**src/rtl/pipe_pkg.sv**
```systemverilog
// ----------------------------------------------------------------------------
// pipe_pkg
//
// Shared definitions for the fetch/decode pipeline register.
//   NOP      : all-zero instruction word (decode treats it as "no operation").
//   IMM_FLAG : bit index that marks an opcode word as the first half of a
//              two-word instruction (the MSB of a 16-bit word).
//   state_t  : if_id_buffer FSM encoding.
//                S_OP  - the next word from fetch is an opcode.
//                S_IMM - the next word from fetch is the immediate of a held
//                        opcode.
// ----------------------------------------------------------------------------
package pipe_pkg;

    localparam logic [15:0] NOP      = 16'b0;
    localparam int          IMM_FLAG = 15;

    typedef enum logic {
        S_OP  = 1'b0,
        S_IMM = 1'b1
    } state_t;

endpackage : pipe_pkg

```
**src/rtl/pipe_reg.sv**
```systemverilog
// ----------------------------------------------------------------------------
// pipe_reg
//
// Generic pipeline register with load enable and synchronous clear.
// Clear wins over enable, so a flush empties the register even while the
// pipeline is stalled.
//
// Parameters
//   WIDTH  : register width in bits.
// Ports
//   clk    in   rising-edge clock
//   rst_n  in   asynchronous active-low reset (register -> 0)
//   i_en   in   load i_d on the next rising edge
//   i_clr  in   synchronous clear to 0 (priority over i_en)
//   i_d    in   WIDTH  data to load
//   o_q    out  WIDTH  registered value
// ----------------------------------------------------------------------------
module pipe_reg #(
    parameter int WIDTH = 8
) (
    input  logic             clk,
    input  logic             rst_n,
    input  logic             i_en,
    input  logic             i_clr,
    input  logic [WIDTH-1:0] i_d,
    output logic [WIDTH-1:0] o_q
);

    logic [WIDTH-1:0] r_q;

    always_ff @(posedge clk or negedge rst_n) begin
        if (!rst_n) begin
            r_q <= '0;
        end else if (i_clr) begin
            r_q <= '0;
        end else if (i_en) begin
            r_q <= i_d;
        end
    end

    assign o_q = r_q;

endmodule : pipe_reg

```
**src/rtl/if_id_buffer.sv**
```systemverilog
// ----------------------------------------------------------------------------
// if_id_buffer
//
// Fetch -> decode pipeline register. Single-word instructions pass through
// with one cycle of latency. A two-word instruction (opcode with its MSB set,
// followed by a 16-bit immediate word) is reassembled: the opcode is parked in
// holding registers while a bubble goes to decode, and the complete packet is
// issued when the immediate word arrives on the following fetch cycle.
// The hazard unit can stall (freeze everything) or flush (clear the packet
// and abandon any half-built instruction); flush wins over stall.
//
// Parameters
//   W          instruction / immediate word width (default 16)
//   AW         PC width (default 2*W)
// Ports
//   clk        in   rising-edge clock
//   rst        in   asynchronous active-low reset
//   instr_f    in   W   instruction word from fetch (NOP on fetch flush/branch)
//   imm_f      in   W   raw memory word at the fetch PC, never masked
//   pc_f       in   AW  PC of the word being fetched
//   pc_1_f     in   AW  pc_f + 1
//   stall      in   hold state and outputs this cycle
//   flush      in   discard the current and any pending instruction
//   instr_d    out  W   opcode word to decode
//   imm_d      out  W   immediate of a two-word instruction, else 0
//   pc_d       out  AW  PC of the opcode word
//   pc_next_d  out  AW  PC after the last word of the instruction
//   valid_d    out  packet on *_d is a real instruction
//   imm_wait   out  an opcode is held, waiting for its immediate word
// ----------------------------------------------------------------------------
module if_id_buffer
    import pipe_pkg::*;
#(
    parameter int W  = 16,
    parameter int AW = 2 * W
) (
    input  logic          clk,
    input  logic          rst,
    input  logic [W-1:0]  instr_f,
    input  logic [W-1:0]  imm_f,
    input  logic [AW-1:0] pc_f,
    input  logic [AW-1:0] pc_1_f,
    input  logic          stall,
    input  logic          flush,
    output logic [W-1:0]  instr_d,
    output logic [W-1:0]  imm_d,
    output logic [AW-1:0] pc_d,
    output logic [AW-1:0] pc_next_d,
    output logic          valid_d,
    output logic          imm_wait
);

    // Packet layout: {instr, imm, pc, pc_next, valid}
    localparam int PKT_W  = 2 * W + 2 * AW + 1;
    localparam int HOLD_W = W + AW;

    state_t             r_state;
    state_t             w_state_next;

    logic               w_is_two_word;
    logic               w_run;
    logic               w_hold_load;
    logic [PKT_W-1:0]   w_pkt_next;
    logic [PKT_W-1:0]   w_pkt_q;
    logic [HOLD_W-1:0]  w_hold_q;
    logic [W-1:0]       w_hold_instr;
    logic [AW-1:0]      w_hold_pc;

    // The flag bit is the word MSB; for the default 16-bit word this is
    // IMM_FLAG.
    assign w_is_two_word = instr_f[W-1];
    assign w_run         = ~stall;

    assign w_hold_instr  = w_hold_q[HOLD_W-1 -: W];
    assign w_hold_pc     = w_hold_q[AW-1:0];

    // ------------------------------------------------------------------------
    // FSM state register
    // ------------------------------------------------------------------------
    always_ff @(posedge clk or negedge rst) begin
        if (!rst) begin
            r_state <= S_OP;
        end else begin
            r_state <= w_state_next;
        end
    end

    // ------------------------------------------------------------------------
    // Next state, holding-register load and next decode packet.
    // The packet mux depends only on the current state; stall and flush act
    // through the register enable/clear so the same packet logic serves both.
    // ------------------------------------------------------------------------
    always_comb begin
        w_state_next = r_state;
        w_hold_load  = 1'b0;
        w_pkt_next   = '0;

        case (r_state)
            S_OP: begin
                if (w_is_two_word) begin
                    // Park the opcode; the all-zero packet is the bubble.
                    w_hold_load = w_run;
                    if (w_run) begin
                        w_state_next = S_IMM;
                    end
                end else begin
                    w_pkt_next = {instr_f, {W{1'b0}}, pc_f, pc_1_f,
                                  (instr_f != W'(NOP))};
                end
            end
            S_IMM: begin
                // The arriving word is data; its MSB is deliberately ignored.
                w_pkt_next = {w_hold_instr, imm_f, w_hold_pc, pc_1_f, 1'b1};
                if (w_run) begin
                    w_state_next = S_OP;
                end
            end
            default: begin
                w_state_next = S_OP;
            end
        endcase

        if (flush) begin
            w_state_next = S_OP;
            w_hold_load  = 1'b0;
        end
    end

    // ------------------------------------------------------------------------
    // Holding registers for the opcode word and its PC
    // ------------------------------------------------------------------------
    pipe_reg #(
        .WIDTH (HOLD_W)
    ) u_hold (
        .clk   (clk),
        .rst_n (rst),
        .i_en  (w_hold_load),
        .i_clr (flush),
        .i_d   ({instr_f, pc_f}),
        .o_q   (w_hold_q)
    );

    // ------------------------------------------------------------------------
    // Registered decode packet
    // ------------------------------------------------------------------------
    pipe_reg #(
        .WIDTH (PKT_W)
    ) u_out (
        .clk   (clk),
        .rst_n (rst),
        .i_en  (w_run),
        .i_clr (flush),
        .i_d   (w_pkt_next),
        .o_q   (w_pkt_q)
    );

    assign {instr_d, imm_d, pc_d, pc_next_d, valid_d} = w_pkt_q;
    assign imm_wait = (r_state == S_IMM);

endmodule : if_id_buffer

```
**config.mk**
```make
export PLATFORM = sky130hd
export DESIGN_NAME = if_id_buffer
export DESIGN_NICKNAME = d
export VERILOG_FILES = /design/src/rtl/pipe_pkg.sv /design/src/rtl/pipe_reg.sv /design/src/rtl/if_id_buffer.sv
export SDC_FILE = /design/constraint.sdc
export NUM_CORES = 1
export LEC_CHECK = 0
export BUFFER_PORTS_ARGS = -buffer_cell sky130_fd_sc_hd__buf_2
export CAP_MARGIN = 20
export CORE_UTILIZATION = 44
export CTS_CLUSTER_SIZE = 16
export DETAILED_ROUTE_END_ITERATION = 6
export GPL_ROUTABILITY_DRIVEN = 0
export GPL_TIMING_DRIVEN = 0
export PLACE_DENSITY = 0.71
export SYNTH_ARGS = -nofsm -noshare
export SYNTH_HDL_FRONTEND = slang
export SYNTH_SLANG_ARGS = --single-unit
```
**constraint.sdc**
```tcl
create_clock -name clk -period 1.8 [get_ports clk]
set_clock_uncertainty 0.2 [all_clocks]
set_input_delay 0.36 -clock clk [delete_from_list [all_inputs] [get_ports clk]]
set_output_delay 0.36 -clock clk [all_outputs]
set_load 0.02 [all_outputs]
```
## Word-level counts from Yosys, hierarchy flattened

Index checks and enable logic that the tools add are counted.

| storage, ports and cells | value |
|---|---|
| output and inout port bits | 98 |
| bits in latches | 0 |
| bits of input ports | 100 |
| bits in read-only memories | 0 |
| memory bits (writable) | 0 |
| register bits after elaboration | 146 |
| memories kept | 0 |
| logic and storage cells | 22 |

| operators by class | value |
|---|---|
| div/mod/pow operators | 0 |
| $lt $le $gt $ge | 0 |
| bitwise operators | 2 |
| shift operators | 0 |
| $add $sub $neg | 0 |
| equal/unequal tests | 1 |
| mux-type cells | 14 |
| reduce and logical (&&, ||, !) cells | 2 |
| multipliers | 0 |

Operators with widths:

| kind | number |
|---|---|
| $mux W97 | 2 |
| $pmux W97 S2 | 1 |
| $mux W48 | 2 |
| $mux W96 | 1 |
| $reduce_bool A16 Y1 | 1 |
| $mux W1 | 7 |
| $ne A2 B1 Y1 const B | 1 |
| $not A1 Y1 | 2 |
| $pmux W1 S2 | 1 |
| $reduce_bool A2 Y1 | 1 |

## Longest topological paths before layout

| logic depth | value |
|---|---|
| word-level depth | 6 |
| gate-level depth with buffers | 7 |
| mapped depth without buffers | 3 |

## Modules after synthesis

A second synthesis with hierarchy kept.

| second synthesis, totals | value |
|---|---|
| cell total of the unflattened synthesis | 595 |
| area total of the unflattened synthesis | 6819.0 sq um |

By module, submodules not included:

| module | area an instance (sq um) | cells each | sequential area each (sq um) | instances |
|---|---|---|---|---|
| pipe_reg (u_out) | 3921.3 | 313 | 2427.3 | 1 |
| pipe_reg (u_hold) | 1969.4 | 155 | 1201.2 | 1 |
| if_id_buffer | 928.4 | 127 | 25.0 | 1 |

## Worst setup path before layout

Ideal clock, no wire load.

| path | value |
|---|---|
| path type | register to register |
| start | reg r_state, in the netlist imm_wait |
| end | reg u_hold.r_q[14], in the netlist u_hold.o_q[14] |
| period minus slack after synthesis | 1737 ps |
| stages on the path, launching flop included | 8 |
| arrival time | 1416 ps |
| data required time | 1479 ps |
| path buffers | 4 |
| slack | 63 ps |
| library setup time | 121 ps |
| path through | dfrtp_1 buf_4 nor2b_2 and3_1 buf_2 buf_6 buf_6 a22o_1 |

| between the ends | value |
|---|---|
| cells in the longest elaborated chain, start to end | 3 |

Ends and longest elaborated chain:

| item | RTL line | source |
|---|---|---|
| start, declared | if_id_buffer.sv:57 | `state_t r_state;` |
| start signal, assigned | if_id_buffer.sv:84 | `r_state <= w_state_next;` |
| $mux W1 | if_id_buffer.sv:98 | `case (r_state)` |
| $mux W1 | if_id_buffer.sv:123 | `if (flush) begin` |
| $reduce_bool A2 Y1 (no line) | n/a |  |
| end signal, assigned | pipe_reg.sv:37 | `r_q <= i_d;` |
| end, declared | pipe_reg.sv:29 | `logic [WIDTH-1:0] r_q;` |

Every way passes these cells.
A chain may end at the register's enable or synchronous reset.

## Final worst setup path

| path | value |
|---|---|
| start | reg r_state, in the netlist imm_wait |
| end | reg u_hold.r_q[12], in the netlist u_hold.o_q[12] |

Same word-level chain as after synthesis.

==> metrics.md <==
| Metric | Value |
|---|---|
| Non-filler cells, final | 938 |
| Starting Density | 45.0% |
| Die area | 13,300 µm² |
| Post-synthesis mux area share | 0.199% |
| LEAKAGE | 0.00435 µW |
| FP Rows | 41 |
| Cells after DPL | 817 |
| Crit. Startpoint | imm_wait |
| Seq/Total Area, Yosys | 64.6% |
| Class of the worst hold path | in2reg |
| Synthesized area per cell | 12.6 µm² |
| CTS tree | yes |
| Flop and latch count out of synthesis | 146 |
| Worst R2R Start | imm_wait |
| Pre-CTS setup slack | -172 ps |
| Global-route wire length before repair | 26,700 µm |
| Synth Area in Compound Gates | 22.6% |
| Crit path kind | reg2reg |
| Layout area overhead | 50.0% |
| Final wirelength | 17,300 µm |
| Largest net degree at the start of global routing | 75 |
| Slack of the critical path | 45.7 ps |
| Cells after Synth | 448 |
| Clk_lat worst skew | 420 ps |
| Grt peak-use layer | met2 |
| Die W | 115 µm |
| Adder-cell share of the synthesized area | 0% |
| TritonCTS Buffers | 17 |
| F_max | 0.570 GHz |
| Nature of the critical path endpoint | register |
| IO buf count | 196 |
| Slew Viols, Final | 0 |
| Design Power | 8550 µW |
| Core Region | 12,600 µm² |
| Root buf cell | clkbuf_16 |
| I/O pin cnt | 198 |
| Mapped cell area | 5660 µm² |
| First-pass detailed-route iteration total | 6 |
| Result of the run | finished, final reports clean |
| Synth Area in Simple Gates | 8.56% |
| Vias in the first global route | 5,236 |
| Mapped Nets | 548 |
| Drt initial violations | 337 |
| Largest family of logic cells by synthesized area | compound AO/OA/AOI/OAI gates |
| Arrival time at the worst endpoint | 1860 ps |
| Crit path launch type | register |
| Fin. Hold Viols | 0 |
| Met2 Resource Use GR | 44.3% |
| Setup_tns | 0 ps |
| RSZ-0062 raised after global routing | false |
| Final core utilization | 67.5% |
| Via/cell ratio | 5.56 |
| CP max FO | 10 |
| Layout cells sized above 1 | 34.8% |
| Grt total ovfl | 0 |
| H-Tree Depth | 4 |
| Critical R2R Capture | u_hold.o_q[12] |
| Slew at the pin closest to its max-slew limit | 676 ps |
| Worst vdd ir | 661 µV |
| Pwr dens | 1010 nW/µm² |
| Layout Nets | 852 |
| Chip Height | 115 µm |
| Post-synthesis cell type count | 23 |
| WHS Path Cells | 2 |
| Vias after detailed routing | 5,219 |
| Detailed placement HPWL | 10,900 µm |
| R2r setup slk | 50 ps |
| Drt drc | 0 |
| Worst hold start | instr_f[4] |
| Initial antenna violation count | 1 |
| Drt wl/cell | 18.4 µm |
| Max Cap Viol | 0 |
| Max Root-Sink Buffers | 2 |
| Remaining antenna violation count | 0 |
| GR Util All Layers | 26.9% |
| Grt met1 use | 33.0% |
| Yosys warnings | 0 |
| Worst r2r path cells | 6 |
| Clock Pin Slew Worst Setup and Hold Paths | 60 ps |
| Slew HR | 55.0% |
| Hold Path Sink | u_hold.o_q[36] |
| GR Util met3 | 7.64% |
| Req. time, crit path | 1910 ps |
| Final worst-path cycle share | 97.5% |
| XOR/XNOR Fraction of Synth Area | 0% |
| CTS sink cnt | 146 |
| Crit path time final | 1750 ps |
| Final Setup Violations | 0 |
cell usage in the layout (no fill, tap or decap), types with 2 or more instances in the layout:
cell type	netlist	routed
nor4_1	4	3
a22o_1	97	97
buf_1	4	5
buf_4	1	4
and3_1	2	2
buf_2	23	215
clkbuf_8	0	4
clkbuf_1	17	14
clkbuf_16	0	17
bufinv_16	0	5
buf_6	2	3
dlygate4sd3_1	0	88
a221oi_1	46	43
clkbuf_2	0	2
a21o_1	2	2
dfrtp_1	146	146
nor3_1	46	46
nor2_1	47	47
clkinv_2	0	4
a21oi_1	2	2
a221oi_2	0	3
power breakdown:
| group | switching [µW] | internal (µW) |
|---|---|---|
| clock network | 1330 | 2600 |
| logic | 626 | 474 |
| registers | 90.5 | 3440 |
cell usage after synthesis:
library cell / n / share of area, %
nor2_1: 47 / 3.1
a21o_1: 2 / 0.27
and3_1: 2 / 0.22
buf_6: 2 / 0.40
mux2_2: 1 / 0.20
a221oi_1: 46 / 7.1
nor2_2: 1 / 0.11
buf_2: 23 / 2.0
nor3_1: 46 / 4.1
nor4_1: 4 / 0.44
dfrtp_1: 146 / 65
buf_1: 4 / 0.27
buf_4: 1 / 0.13
inv_2: 1 / 0.066
nor2b_2: 1 / 0.15
nand3_1: 1 / 0.088
clkbuf_1: 17 / 1.1
a22o_1: 97 / 15
nand4_1: 1 / 0.11
a21oi_1: 2 / 0.18
nor3_2: 1 / 0.18
nand2_1: 1 / 0.066
inv_1: 1 / 0.066
routing by layer:
| metal | part of all wire (%) | wire length (µm) | vias up |
|---|---|---|---|
| met5 | 0.093 | 16 | - |
| met4 | 2.4 | 409 | 2 |
| li1 | - | - | 2332 |
| met2 | 50 | 8700 | 245 |
| met3 | 6.9 | 1200 | 34 |
| met1 | 40 | 6930 | 2606 |
logic make-up (layout without fill, tap and decap cells):
logic type / Yosys count / count (layout)
AOI/OAI and AO/OA: 147 / 147
DFF: 146 / 146
and+or+nand+nor: 105 / 105
buffers and inverters: 49 / 366
muxes: 1 / 1
other: 0 / 1
state kept, by name, summed over array words and instances (netlist names):
signal / cells
u_out.o_q: 97
u_hold.o_q: 48
imm_wait: 1
stage by stage:
stage | area, µm² | hold slack, ps
floorplan | 5660 | -136
global placement | 6850 | 272
detailed placement | 6890 | 221
CTS | 8440 | 1.49
global route | 8490 | 13.0
finish | 8490 | 9.29
cell type report:
class,count,area (µm²)
clock buffer,22,484
inverter,2,7.51
fill,930,4080
buffer,47,238
antenna,1,2.50
tap,172,215
timing repair buffer,285,1900
clock inverter,10,178
multi-input combinational,253,1810
sequential,146,3650
worst max-delay path by stage:
stage                     end  cells after the start
6_report       u_hold.o_q[12]                      6
4_1_cts        u_hold.o_q[17]                      6
5_1_grt         u_out.o_q[59]                      4
3_3_place_gp    u_out.o_q[18]                      1
2_1_floorplan  u_hold.o_q[14]                      7
3_5_place_dp    u_out.o_q[80]                      5
timing repair:
item | 4_1_cts | 5_1_grt
hold buffers | 88 | 0
cloned | 0 | 0
buffers inserted | 0 | 0
hold endpoints to repair | 159 | 0
resized for setup | 4 | 15
endpoints found under the setup margin | 19 | 78
worst max-delay path, cell delays in order, from the launching register on:
cell and delay [ps]:
dfrtp_1 380, buf_4 180, nor2b_4 160, a21oi_1 110
buf_4 190, clkbuf_4 210, a22o_1 210
Note: power is estimated with default switching activity, not from simulation.
